--- config.mk ---
export PLATFORM = sky130hd
export DESIGN_NAME = seg7_multi_counter
export DESIGN_NICKNAME = d
export VERILOG_FILES = /design/src/rtl/seg7_pkg.sv /design/src/rtl/seg7_scan.sv /design/src/rtl/seg7_multi_counter.sv
export SDC_FILE = /design/constraint.sdc
export NUM_CORES = 1
export LEC_CHECK = 0
export ABC_AREA = 1
export BUFFER_PORTS_ARGS = -buffer_cell sky130_fd_sc_hd__clkbuf_2
export CAP_MARGIN = 5
export CORE_ASPECT_RATIO = 1.5
export CORE_MARGIN = 8
export CORE_UTILIZATION = 38
export CTS_BUF_LIST = sky130_fd_sc_hd__clkbuf_8
export DETAILED_ROUTE_END_ITERATION = 8
export MAX_ROUTING_LAYER = met4
export PLACE_DENSITY = 0.7
export SYNTH_ARGS = -nofsm -noshare
export SYNTH_HDL_FRONTEND = slang
export SYNTH_SLANG_ARGS = --single-unit
--- constraint.sdc ---
create_clock -name clk -period 2.3 [get_ports clk]
set_input_delay 0.23 -clock clk [delete_from_list [all_inputs] [get_ports clk]]
set_output_delay 0.23 -clock clk [all_outputs]
set_load 0.03 [all_outputs]
--- src/rtl/seg7_pkg.sv ---
// Shared types and 7-segment decode table for the multi-digit BCD counter
// and its display scan.
package seg7_pkg;

   typedef logic [3:0] bcd_t;

   // Active-high segments, bit0 = a ... bit6 = g.
   localparam logic [6:0] SEG_DIGIT [0:9] = '{
      7'h3F, 7'h06, 7'h5B, 7'h4F, 7'h66,
      7'h6D, 7'h7D, 7'h07, 7'h7F, 7'h6F
   };

   localparam logic [6:0] SEG_BLANK = 7'h00;

   function automatic bcd_t bcd_clamp(input bcd_t d);
      return (d > 4'd9) ? 4'd9 : d;
   endfunction

   function automatic logic [6:0] seg_decode(input bcd_t d);
      logic [6:0] s;
      s = SEG_BLANK;
      if (d <= 4'd9) s = SEG_DIGIT[d];
      return s;
   endfunction

endpackage

--- src/rtl/seg7_scan.sv ---
// Time-multiplexed display scan: one shared segment bus, one-hot digit
// enables, optional leading-zero blanking. Outputs are registered together.
module seg7_scan
   import seg7_pkg::*;
#(
   parameter int DIGITS   = 4,
   parameter int SCAN_W   = 10,
   parameter int BLANK_LZ = 1
) (
   input  logic                  clk,
   input  logic                  reset,
   input  logic [4*DIGITS-1:0]   count_bcd,
   output logic [6:0]            segments,
   output logic [DIGITS-1:0]     digit_sel
);

   localparam int IDX_W = (DIGITS > 1) ? $clog2(DIGITS) : 1;
   localparam logic [IDX_W-1:0] IDX_LAST = IDX_W'(DIGITS - 1);

   logic [SCAN_W-1:0] scan_q, scan_d;
   logic [IDX_W-1:0]  index_q, index_d;
   logic [6:0]        segments_q, segments_d;
   logic [DIGITS-1:0] digit_sel_q, digit_sel_d;
   bcd_t              cur_digit;
   logic              upper_nz;

   always_comb begin
      scan_d      = scan_q + SCAN_W'(1);
      index_d     = index_q;
      cur_digit   = '0;
      upper_nz    = 1'b0;
      digit_sel_d = '0;

      if (&scan_q)
         index_d = (index_q == IDX_LAST) ? '0 : index_q + IDX_W'(1);

      // upper_nz: any non-zero digit at or above the one being shown
      for (int i = 0; i < DIGITS; i++) begin
         if (i == int'(index_q)) begin
            cur_digit      = count_bcd[i*4 +: 4];
            digit_sel_d[i] = 1'b1;
         end
         if ((i >= int'(index_q)) && (count_bcd[i*4 +: 4] != 4'd0))
            upper_nz = 1'b1;
      end

      segments_d = seg_decode(cur_digit);
      if ((BLANK_LZ != 0) && (index_q != '0) && !upper_nz)
         segments_d = SEG_BLANK;
   end

   always_ff @(posedge clk or posedge reset) begin
      if (reset) begin
         scan_q      <= '0;
         index_q     <= '0;
         segments_q  <= SEG_BLANK;
         digit_sel_q <= '0;
      end else begin
         scan_q      <= scan_d;
         index_q     <= index_d;
         segments_q  <= segments_d;
         digit_sel_q <= digit_sel_d;
      end
   end

   assign segments  = segments_q;
   assign digit_sel = digit_sel_q;

endmodule

--- src/rtl/seg7_multi_counter.sv ---
// Programmable-prescaler BCD up/down counter with parallel load, driving a
// multiplexed 7-segment display through seg7_scan.
module seg7_multi_counter
   import seg7_pkg::*;
#(
   parameter int          DIGITS          = 4,
   parameter int          PRESCALE_W      = 24,
   parameter int unsigned DEFAULT_COMPARE = 9_999_999,
   parameter int          SCAN_W          = 10,
   parameter int          BLANK_LZ        = 1
) (
   input  logic                  clk,
   input  logic                  reset,
   input  logic [PRESCALE_W-1:0] compare_in,
   input  logic                  enable,
   input  logic                  up_down,
   input  logic                  load,
   input  logic [4*DIGITS-1:0]   load_value,
   output logic [4*DIGITS-1:0]   count_bcd,
   output logic                  tick,
   output logic                  wrap,
   output logic [6:0]            segments,
   output logic [DIGITS-1:0]     digit_sel
);

   localparam int CW = 4 * DIGITS;
   localparam logic [PRESCALE_W-1:0] DEF_C = PRESCALE_W'(DEFAULT_COMPARE);

   logic [PRESCALE_W-1:0] p_q, p_d;
   logic [CW-1:0]         count_q, count_d;
   logic                  tick_q, tick_d;
   logic                  wrap_q, wrap_d;
   logic [PRESCALE_W-1:0] c_eff;
   logic [CW:0]           step;

   // Ripple BCD step; MSB of the result is the carry/borrow out of the top digit.
   function automatic logic [CW:0] bcd_step(input logic [CW-1:0] v, input logic up);
      logic [CW-1:0] r;
      logic          c;
      bcd_t          d;
      r = v;
      c = 1'b1;
      for (int i = 0; i < DIGITS; i++) begin
         d = v[i*4 +: 4];
         if (c) begin
            if (up) begin
               if (d == 4'd9) r[i*4 +: 4] = 4'd0;
               else begin
                  r[i*4 +: 4] = d + 4'd1;
                  c = 1'b0;
               end
            end else begin
               if (d == 4'd0) r[i*4 +: 4] = 4'd9;
               else begin
                  r[i*4 +: 4] = d - 4'd1;
                  c = 1'b0;
               end
            end
         end
      end
      return {c, r};
   endfunction

   function automatic logic [CW-1:0] clamp_all(input logic [CW-1:0] v);
      logic [CW-1:0] r;
      r = '0;
      for (int i = 0; i < DIGITS; i++)
         r[i*4 +: 4] = bcd_clamp(v[i*4 +: 4]);
      return r;
   endfunction

   always_comb begin
      c_eff   = (compare_in == '0) ? DEF_C : compare_in;
      p_d     = p_q;
      count_d = count_q;
      tick_d  = 1'b0;
      wrap_d  = 1'b0;
      step    = '0;

      // >= rather than == so a compare lowered below P ends the period at once
      if (load) begin
         count_d = clamp_all(load_value);
         p_d     = '0;
      end else if (enable) begin
         if (p_q >= c_eff) begin
            p_d     = '0;
            tick_d  = 1'b1;
            step    = bcd_step(count_q, up_down);
            count_d = step[CW-1:0];
            wrap_d  = step[CW];
         end else begin
            p_d = p_q + PRESCALE_W'(1);
         end
      end
   end

   always_ff @(posedge clk or posedge reset) begin
      if (reset) begin
         p_q     <= '0;
         count_q <= '0;
         tick_q  <= 1'b0;
         wrap_q  <= 1'b0;
      end else begin
         p_q     <= p_d;
         count_q <= count_d;
         tick_q  <= tick_d;
         wrap_q  <= wrap_d;
      end
   end

   assign count_bcd = count_q;
   assign tick      = tick_q;
   assign wrap      = wrap_q;

   seg7_scan #(
      .DIGITS   (DIGITS),
      .SCAN_W   (SCAN_W),
      .BLANK_LZ (BLANK_LZ)
   ) u_scan (
      .clk       (clk),
      .reset     (reset),
      .count_bcd (count_q),
      .segments  (segments),
      .digit_sel (digit_sel)
   );

endmodule

# Yosys cells after proc, flatten, opt, wreduce, memory -nomap -nowiden
# Memories as Yosys holds them, arrays and structs flattened.
# Cells that the tools add are included.
# Widths: inputs -> output; s select.
# op_classes
eq_ne	8
muxes	73
reduce_logical	26
n_bitwise	1
n_lt_le_gt_ge	10
add_sub_neg	11
# op_table
op	count
$mux 24	4
$mux 4	23
$mux 16	3
$mux 1	38
$mux 7	4
$add 24x1->24 const B	1
$ge 24x24->1	1
$logic_not 24->1	1
$add 4x1->4 const B	4
$eq 4x4->1 const B	4
$gt 4x4->1 const B	4
$logic_not 4->1	4
$reduce_bool 4->1	4
$sub 4x1->4 const B	4
$reduce_bool 2->1	6
$add 10x1->10 const B	1
$reduce_and 10->1	1
$reduce_and 3->1	3
$ge 5x5->1 const B	1
$not 4->5	1
$eq 2x2->1 const A	2
$ge 1x2->1 const A	2
$le 4x4->1 const B	1
$logic_and 1x1->1	4
other kinds (8)	8
# totals
out_inout_bits	29
register_bits	65
mem_count	1
inputBits	45
romBits	112
# memory_table
name	depth	word_bits	rd	rd_ports_with_merged_regs	write_ports	line_no	source
(no name shown)	16	7	1	0	0	seg7_pkg.sv:22	if (d <= 4'd9) s = SEG_DIGIT[d];

# Logic depth before layout (Yosys ltp)
# Gate-level depths: netlist (run 1).
# logic_depth
depth_word	18
depth_mapped	20
depth_no_buf	18

# By module
# A second synthesis (run 1) with hierarchy kept.
# hier_totals
hier_cells	713
area_unflattened_um2	5134.9
# by_module_without_submodules
module	area_each_um2	instances	cells_per_inst
seg7_multi_counter	3738.6	1	558
seg7_scan	1396.3	1	155

# Worst setup path after synthesis (run 1)
# No wires, ideal clock.
# synth_path
kind	input-to-reg
from	input port compare_in[22]
to	register p_q[16]
arrival_ns	2.375
t_required_ns	2.229
setup_ns	0.071
setup_slack_ns	-0.146
path_stages	17
cell_sequence	inv_1 -> nand4_1 -> nor4_1 -> nand3_1 -> clkbuf_1 -> nand2_1 -> inv_1 -> ha_1 -> a21o_1 -> nor2_1 -> nand2_1 -> a21oi_4 -> nand3_4 -> nand2_4 -> inv_4 -> buf_6 -> nor2_1
# synth_via
elab_chain_len	6
# synth_rtl
item	line_no	source
start: declaration	seg7_multi_counter.sv:14	input logic [PRESCALE_W-1:0] compare_in,
$logic_not 24->1	seg7_multi_counter.sv:73	c_eff = (compare_in == '0) ? DEF_C : compare_in;
$mux 24 *	seg7_multi_counter.sv:73	
$ge 24x24->1 *	seg7_multi_counter.sv:85	if (p_q >= c_eff) begin
$mux 24 *	seg7_multi_counter.sv:85	
$mux 24 *	seg7_multi_counter.sv:84	end else if (enable) begin
$mux 24 *	seg7_multi_counter.sv:81	if (load) begin
end signal: assignment	seg7_multi_counter.sv:104	p_q <= p_d;
end: declaration	seg7_multi_counter.sv:29	logic [PRESCALE_W-1:0] p_q, p_d;
# Every way passes the cells marked *; elsewhere a longest branch is shown, timed or not. The select of a mux whose other input is x is not followed.
# A chain may end at the register's enable or synchronous reset.

# Worst setup path in the final report (run 1)
# layout_path
from	input port compare_in[11]
to	register p_q[12]
# Same word-level chain as after synthesis.

==> results of run 1 <==
[area by class of cell]
type | instances | area [um^2] | area share (%)
clock buffers | 10 | 138 | 2.09
clock inverters | 5 | 72.6 | 1.10
repair inverters | 2 | 22.5 | 0.342
well taps | 159 | 199 | 3.02
inverters | 115 | 464 | 7.06
repair buffers | 128 | 843 | 12.8
flip-flops and latches | 65 | 1630 | 24.7
multi-input cells | 501 | 3210 | 48.8
[cell usage after synthesis (3+ instances only)]
master	n
nor3_1	6
clkbuf_1	4
nor2_2	6
a21oi_1	26
nor4_1	4
o21ai_0	32
nand3_1	40
dfrtp_1	65
nand3_2	3
ha_1	37
buf_6	6
nand2_1	170
a22oi_1	4
nor2_1	82
xor2_1	26
nand4_1	25
nand2_2	3
xnor2_1	3
inv_1	114
nor2_4	4
o21ai_1	3
[sequential cells by signal, summed over array words and instances, names as in the netlist]
name and flops:
u_scan.digit_sel 4, u_scan.segments 7, tick 1, count_bcd 16, wrap 1, u_scan.index_q 2
u_scan.scan_q 10, p_q 24
[critical path: cells and delay by family]
family	cells	cell delay (ns)
and+or+nand+nor	9	1.31
buffers and inverters	5	0.46
AOI/OAI and AO/OA	2	0.39
adders and majority gates	1	0.22
[cell families after synthesis]
group / count (synthesis) / share of synthesized area, %
and+or+nand+nor: 355 / 32.5
buffers and inverters: 129 / 11.0
AOI/OAI and AO/OA: 78 / 9.04
DFF: 65 / 32.9
adders and majority gates: 37 / 9.37
xor gates and xnor gates: 29 / 5.14
[per-stage QoR]
stage	util (%)	hold WS (ns)	TNS, ns	area, um^2
4_1_cts	49.1	0.156	-0.00527	6290
5_1_grt	51.3	0.181	-5.01	6580
3_3_place_gp	45.1	0.313	-19.49	5790
3_5_place_dp	45.1	0.314	-22.78	5790
6_report	51.3	0.177	-0.0272	6580
2_1_floorplan	-	0.368	-1.51	4960
[per-layer routing]
layer	track usage, %	wire (um)	up-vias
li1	-	-	2478
met1	18.0	5420	2342
met2	29.8	7390	113
met3	2.44	517	31
met4	6.94	394	0
met5	-	0	-
[worst max-delay path by stage]
stage | slack, ns | to | cells past startpoint
after detailed placement | -0.60 | p_q[12] | 16
final | -0.03 | p_q[12] | 17
after floorplan | -0.08 | p_q[12] | 17
after CTS | -0.003 | count_bcd[5] | 17
after global routing | -0.16 | p_q[22] | 21
after global placement | -0.50 | p_q[12] | 16
[power breakdown]
group | internal [uW] | switching [uW] | leakage [uW]
Sequential | 1270 | 138 | 0.000844
Clock | 625 | 448 | 0.000115
Combinational | 501 | 948 | 0.00251
[what timing repair did]
item	in CTS	in global routing
hold buffers	1	0
endpoints found under the setup margin	43	49
resized for setup	55	73
hold endpoints to repair	65	0
cloned	0	4
pin swaps	36	25
setup buffers	2	3
==> results.tsv, run 1 <==
stage	metric	value	unit
power	total_power	3930	uW
die	core.rowCount	51	
setup_path	slowest_delay	0.28	ns
setup_path	worstPathCellList	buf_6 > inv_4 > nand4_1 > nor4_2 > nand3_1 > buf_6 > nand2_1 > inv_1 > ha_4 > a21o_1 > nor2_1 > nand2_2 > a21oi_4 > nand3_4 > nand2_8 > clkinv_8 > nor2_1	
die	die_y	156	um
setup_path	path_class	input port to flip-flop	
die	dieArea	17000	um^2
sta	rsz0062_at_grt	true	
sta	setup_viol	1	
clocking	tritoncts	yes	
power	power.leakage	0.00346	uW
setup_path	crit_fanout	11	
layout	drive_gt1_share	31.7	%
setup_path	required	2.58	ns
layout	nFillCells	1238	
logic_synthesis	ys_types	41	
logic_synthesis	synthArstFlopShare	100	%
routing	drt_pass1_iterations	5	
routing	drt-total-wl	13700	um
placed_design	routabilityCongestion	0.908	
clocking	clock-sinks	65	
sta	final-hold-violation-count	0	
power	peakVddDrop	0.457	mV
setup_path	cp.arrival	2.60	ns
logic_synthesis	ys_seq_area_share	32.9	%
global_routing	grt_pass1_wl	22200	um
setup_path	crit_slowest_cell	nor4_2	
logic_synthesis	syn_avg_cell_area	7.13	um^2
sta	fin_crit_sh	101	%
clocking	cts_root_buf	clkbuf_8	
routing	num_vias	4964	
job	drv_cap	0	
clocking	clock_latency	0.35	ns
routing	drc	0	
placed_design	io_buffers	73	
routing	viasPerCell	5.04	
logic_synthesis	synth_area_leaders	dfrtp_1 33%, nand2_1 13%, ha_1 9.4%, inv_1 8.7%, nor2_1 6.2%	
setup_path	rr_worst_depth	13	
logic_synthesis	ys_ff_latch	65	
hold_path	min_path_type	input port to flip-flop	
layout	mostFrequentLayoutCell	nand2_1	
placed_design	place_ws	-0.604	ns
setup_path	ff2ff_setup_slack	0.21	ns
die	core	12800	um^2
global_routing	grt_usage	16.8	%
layout	diodes	0	
sta	relSlewSlack	56.2	%
clocking	numCtsBuffers	9	
logic_synthesis	syn_inst	693	
setup_path	r2r-end	u_scan.segments[2]	
logic_synthesis	synth_ff_type	dfrtp_1	
global_routing	grt_max_degree	66	
global_routing	grt_pass1_vias	4881	
sta	fin_skew	0.00766	ns
routing	wire_per_inst	13.9	um
logic_synthesis	netlist_area	4940	um^2
clocking	ctsHtreeMaxLevel	3	
placed_design	dp.final_hpwl	10100	um
logic_synthesis	synth_warnings	0	
setup_path	r2r-start	u_scan.index_q[1]	
die	start_util	38.5	%
clocking	clock_path_buffers	2	
sta	clock.fmax	430	MHz
global_routing	antenna_found_initial	0	
layout	area_delta_synth_final	33.2	%
clocking	path_clk_slew	0.07	ns
logic_synthesis	synth_largest_area_cell	dfrtp_1	
layout	nNetsFinal	904	
sta	slew_viol_final	0	
layout	final_cell_mix	148 x nand2_1, 93 x inv_1, 70 x clkbuf_2	
sta	tightestPinTransition	0.656	ns
hold_path	hold_path_depth	3	
setup_path	crit_start	compare_in[11]	
layout	instances_no_fill	985	
sta	layout_min_cycle_time	2.33	ns
power	p_per_area	597	nW/um^2
hold_path	min_from	enable	
die	die_w	109	um
logic_synthesis	yosysTopAreaCellShare	32.9	%
routing	ant_nets	0	
hold_path	hold_end	p_q[5]	
die	num_io_pins	74	
placed_design	dp.cells	960	
setup_path	crit_path_end_kind	flip-flop	
run_status	status	finished with violations	
routing	detail_route.iter0.violations	233	
sta	worst_slack	-0.0272	ns
logic_synthesis	synth-edff-count	0	
global_routing	gr-total-overflow	0	
setup_path	startpoint_type	input port	
logic_synthesis	syn_nets	775	
run_status	violations	negative setup slack	
Note: power is estimated with default switching activity, not from simulation.
==> run 2: changes to the inputs <==
--- a/config.mk
+++ b/config.mk
@@ -5,7 +5,6 @@
 export SDC_FILE = /design/constraint.sdc
 export NUM_CORES = 1
 export LEC_CHECK = 0
-export ABC_AREA = 1
 export BUFFER_PORTS_ARGS = -buffer_cell sky130_fd_sc_hd__clkbuf_2
 export CAP_MARGIN = 5
 export CORE_ASPECT_RATIO = 1.5
@@ -14,7 +13,7 @@
 export CTS_BUF_LIST = sky130_fd_sc_hd__clkbuf_8
 export DETAILED_ROUTE_END_ITERATION = 8
 export MAX_ROUTING_LAYER = met4
-export PLACE_DENSITY = 0.7
+export PLACE_DENSITY = 0.71
 export SYNTH_ARGS = -nofsm -noshare
 export SYNTH_HDL_FRONTEND = slang
 export SYNTH_SLANG_ARGS = --single-unit
==> run 2 against run 1 <==
Net effect:
- the flow still finishes with violations (negative setup slack)
- clock-buffer cell count stayed put
- synthesized cell count is 22% lower
- clock skew is 0.0055 ns higher
- sequential share of layout area is 1.3 points lower
- setup slack worse by 0.43 ns
- highest routed layer unchanged
- via count is 2.1% lower
- cell area is 5.3% higher
- sequential power is 11% lower
- non-clock buffer count is 58 higher
==> results.tsv, run 2 <==
stage	metric	value	unit
die	start_util	38.5	%
logic_synthesis	yosysMostFrequentCell	nor2_1	
sta	slew_viol_final	0	
layout	drive_gt1_share	43.3	%
logic_synthesis	syn_nets	621	
layout	final_cell_mix	98 x buf_4, 70 x clkbuf_2, 65 x dfrtp_1	
die	core	11900	um^2
clocking	ctsHtreeMaxLevel	3	
placed_design	io_buffers	73	
layout	diodes	0	
logic_synthesis	synth_top_family_by_area	simple AND/OR/NAND/NOR gates	
logic_synthesis	synth_compound_area_share	18.9	%
setup_path	crit_path_end_kind	flip-flop	
layout	mostFrequentLayoutCell	buf_4	
power	pwr-share-comb	24.5	%
setup_path	crit_fanout	5	
logic_synthesis	synth_area_leaders	dfrtp_1 36%, ha_1 10%, nor2_1 5.6%, o21ai_0 3.6%, xnor2_1 3.4%	
sta	relSlewSlack	63.7	%
global_routing	gr-total-overflow	0	
setup_path	startpoint_type	input port	
layout	register_area	1630	um^2
layout	area_delta_synth_final	51.3	%
job	drv_cap	0	
global_routing	grt_pass1_vias	5157	
sta	fin_crit_sh	120	%
logic_synthesis	syn_avg_cell_area	8.49	um^2
layout	nFillCells	1004	
clocking	cts_root_buf	clkbuf_8	
routing	drt-total-wl	15600	um
routing	drc	0	
logic_synthesis	yosysTopAreaCellShare	35.5	%
die	dieArea	15900	um^2
sta	worst_slack	-0.455	ns
hold_path	min_path_type	input port to flip-flop	
die	core.rowCount	49	
routing	detail_route.iter0.violations	195	
setup_path	required	2.53	ns
placed_design	dp.final_hpwl	11000	um
layout	multiInputGateArea	3440	um^2
layout	design_area	6930	um^2
sta	fin_skew	0.0131	ns
layout	nNetsFinal	790	
logic_synthesis	synthArstFlopShare	100	%
logic_synthesis	synth_largest_area_cell	dfrtp_1	
logic_synthesis	ys_types	61	
logic_synthesis	syn_inst	539	
logic_synthesis	synth_ff_type	dfrtp_1	
power	p_int	2250	uW
sta	setup_viol	42	
setup_path	cp.arrival	2.99	ns
routing	ant_nets	0	
power	power.share.clock	37.5	%
logic_synthesis	synth_simple_gate_area_share	23.0	%
clocking	numCtsBuffers	9	
setup_path	path_class	input port to flip-flop	
global_routing	antenna_found_initial	0	
clocking	clock_latency	0.36	ns
clocking	tritoncts	yes	
global_routing	grt_usage	19.8	%
sta	final-hold-violation-count	0	
die	die_y	150	um
logic_synthesis	synth_fa_ha_area_share	10.1	%
logic_synthesis	synth_warnings	0	
routing	drt_pass1_iterations	4	
clocking	path_clk_slew	0.08	ns
run_status	status	finished with violations	
placed_design	routabilityCongestion	0.907	
placed_design	place_ws	-1.03	ns
placed_design	dpl_cell_area	5840	um^2
routing	viasPerCell	5.61	
power	power_frac_seq	38.0	%
clocking	clock-sinks	65	
logic_synthesis	synth-xor-area-share	6.70	%
global_routing	grt_pass1_wl	24600	um
routing	wire_per_inst	18.1	um
die	die_w	106	um
logic_synthesis	synth_commonest_cells	68 x nor2_1, 65 x dfrtp_1, 37 x ha_1	
global_routing	grt_max_degree	42	
logic_synthesis	netlist_area	4580	um^2
logic_synthesis	ys_ff_latch	65	
die	num_io_pins	74	
power	power_switching_share	31.1	%
sta	rsz0062_at_grt	true	
sta	holdWs	0.116	ns
logic_synthesis	synth-edff-count	0	
sta	clock.fmax	363	MHz
sta	tightestPinTransition	0.544	ns
layout	top_register	p_q	
power	p_per_area	473	nW/um^2
clocking	clock_path_buffers	2	
logic_synthesis	ys_seq_area_share	35.5	%
routing	num_vias	4862	
power	peakVddDrop	0.325	mV
sta	layout_min_cycle_time	2.76	ns
power	switching_power	1020	uW
power	power.leakage	0.00310	uW
layout	largest_register_ffs	24	
logic_synthesis	synthMuxAreaShare	0.465	%
run_status	violations	negative setup slack	
## run 2: changes by cell type in the layout (fill, tap and decap cells not counted), moves of 15 or more
| cell | delta |
|---|---|
| nand4_1 | -17 |
| buf_4 | +51 |
| nand2_1 | -118 |
| inv_1 | -67 |
| nor2_1 | -24 |
| xnor2_1 | +15 |
## run 2: final cells by class
type / instances / area share, %
multi-input cells: 416 / 49.6
flip-flops and latches: 65 / 23.5
repair buffers: 186 / 19.0
well taps: 153 / 2.76
clock buffers: 10 / 1.99
inverters: 30 / 1.63
clock inverters: 6 / 1.54
## run 2: final timing paths
kind | slack [ns] | endpoint | cells past startpoint | start
worst max-delay path | -0.46 | count_bcd[8] | 15 | compare_in[0]
worst min-delay path | 0.12 | count_bcd[4] | 3 | load_value[4]
worst max register to register | -0.23 | count_bcd[8] | 9 | p_q[14]
worst min register to register | 0.48 | u_scan.scan_q[4] | 1 | u_scan.scan_q[4]
max in group asynchronous | 1.22 | count_bcd[9] | 4 | reset
min in group asynchronous | 0.46 | u_scan.segments[6] | 3 | reset
## run 2: worst max-delay path: stages
cell	delay (ns)
clkbuf_2	0.12
nor4_4	0.28
nand4_1	0.17
nor2_4	0.18
buf_6	0.13
nor2_4	0.03
ha_4	0.22
and3_4	0.15
a22o_1	0.21
o21a_1	0.19
or3b_4	0.43
o211ai_1	0.25
buf_4	0.18
xor2_1	0.14
o21ai_1	0.08
## run 2: per-layer routing
layer,track usage [%],share of wire [%]
met3,4.07,4.3
met1,19.2,37
met4,9.40,4.6
met5,-,0
met2,36.7,54
## run 2: kinds of logic (layout without fill, tap and decap cells)
| family | after synthesis | after routing |
|---|---|---|
| simple gates | 211 | 213 |
| mux | 2 | 2 |
| fa+ha+maj | 37 | 37 |
| flops | 65 | 65 |
| compound gates | 129 | 129 |
| xor+xnor | 35 | 35 |
| buf+inv | 60 | 232 |
## run 2: timing repair
| action | in CTS | in global routing |
|---|---|---|
| cloned | 2 | 0 |
| buffers inserted | 7 | 6 |
| hold buffers | 1 | 0 |
| resized for setup | 70 | 97 |
| endpoints found under the hold margin | 24 | 0 |
| pin swaps | 34 | 55 |
| endpoints found under the setup margin | 49 | 49 |
## run 2: power by group through the flow
stage	clock network (uW)	logic, uW	registers (uW)
after CTS	1240	739	1240
after global routing	1280	869	1250
after global placement	0	677	1260
final	1230	802	1240
after detailed placement	0	699	1260
after floorplan	0	326	1350
## run 2: metrics by stage
step	util (%)	TNS [ns]	power (uW)	cells
after detailed placement	49.1	-37.56	1960	835
after global routing	58.2	-19.16	3410	866
after global placement	49.1	-31.53	1940	835
after floorplan	-	-18.68	1670	539
after CTS	54.1	-14.90	3220	861
final	58.2	-15.37	3270	866
==> run 3: changes to the inputs <==
--- a/config.mk
+++ b/config.mk
@@ -9,11 +9,11 @@
 export CAP_MARGIN = 5
 export CORE_ASPECT_RATIO = 1.5
 export CORE_MARGIN = 8
-export CORE_UTILIZATION = 38
+export CORE_UTILIZATION = 53
 export CTS_BUF_LIST = sky130_fd_sc_hd__clkbuf_8
 export DETAILED_ROUTE_END_ITERATION = 8
 export MAX_ROUTING_LAYER = met4
-export PLACE_DENSITY = 0.71
+export PLACE_DENSITY = 0.9
 export SYNTH_ARGS = -nofsm -noshare
 export SYNTH_HDL_FRONTEND = slang
 export SYNTH_SLANG_ARGS = --single-unit
==> run 3 against run 2 <==
Net effect:
- the run still ends with negative setup slack left
- via count increased by 9.3%
- clock-buffer cell count decreased by 1
- sequential power about the same
- clock skew decreased by 0.0060 ns
- wire length increased by 16%
- global-route usage increased by 6.8 points
- hold slack got worse by 0.038 ns
- register-to-register slack got worse by 0.26 ns
- cell area decreased by 3.2%
- critical path depth decreased by 1
- total power decreased by 13%
- critical endpoint is now p_q[9]
- largest cell class unchanged
==> results.tsv, run 3 (synthesis results as in run 2) <==
stage	metric	value	unit
setup_path	ff2ff_setup_slack	-0.49	ns
power	power_switching_share	34.6	%
routing	ant_nets	0	
power	p_int	1860	uW
placed_design	routabilityCongestion	0.946	
routing	drt-total-wl	18200	um
sta	final-hold-violation-count	0	
sta	relSlewSlack	59.9	%
die	die_w	91.9	um
power	p_per_area	424	nW/um^2
placed_design	io_buffers	73	
sta	fin_crit_sh	137	%
die	dieArea	11900	um^2
power	peakVddDrop	0.415	mV
layout	diodes	0	
routing	drt_pass1_iterations	7	
clocking	tritoncts	yes	
layout	largest_register_ffs	24	
die	core	8410	um^2
job	drv_cap	0	
setup_path	crit_start	compare_in[0]	
layout	final_cell_mix	93 x buf_4, 70 x clkbuf_2, 64 x dfrtp_1	
layout	design_area	6700	um^2
global_routing	grt_pass1_vias	5297	
routing	detail_route.iter0.violations	500	
setup_path	crit_fanout	8	
sta	tightestPinTransition	0.601	ns
clocking	clock-sinks	65	
power	power.share.clock	27.9	%
setup_path	crit_path_end_kind	flip-flop	
run_status	status	finished with violations	
routing	top_layer	met4	
layout	drive_gt1_share	41.0	%
sta	clock.fmax	317	MHz
setup_path	cp.arrival	3.44	ns
clocking	clock_latency	0.37	ns
die	core.rowCount	41	
power	switching_power	983	uW
sta	fin_skew	0.00712	ns
power	power_frac_seq	44.1	%
power	pwr-share-comb	28.0	%
die	start_util	54.4	%
hold_path	min_from	load_value[15]	
global_routing	antenna_found_initial	0	
routing	wl_met1	5960	um
sta	layout_min_cycle_time	3.16	ns
die	num_io_pins	74	
setup_path	startpoint_type	input port	
placed_design	place_ws	-1.09	ns
sta	worst_slack	-0.856	ns
routing	num_vias	5314	
layout	postLayoutCoreUtil	79.7	%
placed_design	dp.cells	783	
hold_path	hold_end	count_bcd[13]	
clocking	clock_path_buffers	2	
setup_path	worstPathCellList	buf_8 > nor4_4 > nand4_1 > nor2_4 > nor2_2 > ha_1 > and3_4 > a22o_1 > o21a_1 > or3b_4 > buf_8 > nor3_1 > o21ai_1 > a21oi_1	
sta	rsz0062_at_grt	true	
routing	viasPerCell	6.47	
routing	dr_wl_met3	1510	um
global_routing	gr-total-overflow	0	
clocking	cts_root_buf	clkbuf_8	
layout	instances_no_fill	821	
setup_path	r2r-end	p_q[9]	
sta	slew_viol_final	0	
setup_path	critical-path-top-delay-family	simple AND/OR/NAND/NOR gates	
power	total_power	2840	uW
die	die_y	130	um
power	power.leakage	0.00309	uW
layout	nFillCells	494	
global_routing	grt_pass1_wl	24700	um
hold_path	min_path_type	input port to flip-flop	
setup_path	path_buf_inv	2	
global_routing	grt_usage	26.5	%
clocking	ctsHtreeMaxLevel	3	
setup_path	r2r-start	p_q[15]	
sta	setup_viol	42	
setup_path	rr_worst_depth	9	
layout	area_delta_synth_final	46.4	%
layout	nNetsFinal	795	
setup_path	crit_slowest_cell	or3b_4	
placed_design	dp.final_hpwl	10600	um
clocking	path_clk_slew	0.07	ns
clocking	numCtsBuffers	9	
placed_design	dpl_cell_area	5740	um^2
hold_path	hold_path_depth	2	
run_status	violations	negative setup slack	
routing	drc	0	
setup_path	cp_common_cell	buf_8	
setup_path	required	2.59	ns
layout	mostFrequentLayoutCell	buf_4	
global_routing	grt_max_degree	41	
setup_path	slowest_delay	0.48	ns
setup_path	path_class	input port to flip-flop	
layout	top_register	p_q	
routing	met2_length	9190	um
routing	wire_per_inst	22.1	um
-- run 3: cell types whose count changed in the layout (fill, tap and decap cells not counted), moves of 6 or more --
cell	previous run	this run
buf_6	12	22
ha_1	24	30
nor2_1	37	43
o21ai_1	15	9
-- run 3: timing repair --
action	in CTS	in global routing
setup endpoints to repair	49	49
cloned	1	2
gates resized for setup	50	101
pin swaps	17	72
endpoints found under the hold margin	25	0
hold buffers	1	0
buffers inserted	10	14
-- run 3: how the worst max path moves through the flow --
stage,to,slack [ns],cells past startpoint
after floorplan,count_bcd[9],-0.57,13
final,p_q[9],-0.86,14
after global placement,count_bcd[0],-0.91,14
after CTS,count_bcd[9],-0.63,14
after global routing,p_q[9],-1.12,14
after detailed placement,count_bcd[0],-1.09,14
-- run 3: routing by layer --
metal | vias to the layer above | global-route usage (%)
met3 | 154 | 6.78
li1 | 2275 | -
met2 | 400 | 47.1
met1 | 2485 | 25.4
met5 | - | -
met4 | 0 | 16.1
-- run 3: stage by stage --
stage | TNS (ns) | hold slack (ns)
2_1_floorplan | -18.68 | 0.339
4_1_cts | -21.63 | 0.0709
3_3_place_gp | -34.21 | 0.295
3_5_place_dp | -41.26 | 0.303
6_report | -29.80 | 0.0780
5_1_grt | -34.83 | 0.0708
-- run 3: power groups by stage --
stage | registers (uW) | clock network [uW] | logic (uW)
after CTS | 1250 | 788 | 714
after global placement | 1260 | 0 | 653
after floorplan | 1350 | 0 | 326
after detailed placement | 1270 | 0 | 679
after global routing | 1260 | 849 | 851
final | 1250 | 794 | 797
-- run 3: cell type report --
type                    count  area, um^2  share of cell area [%]
multi-input cells         414        3250                    48.5
inverters                  30         115                    1.72
clock buffers               9         124                    1.85
repair buffers            193        1440                    21.5
flip-flops and latches     65        1630                    24.3
well taps                 107         134                    2.00
clock inverters             3        13.8                   0.205
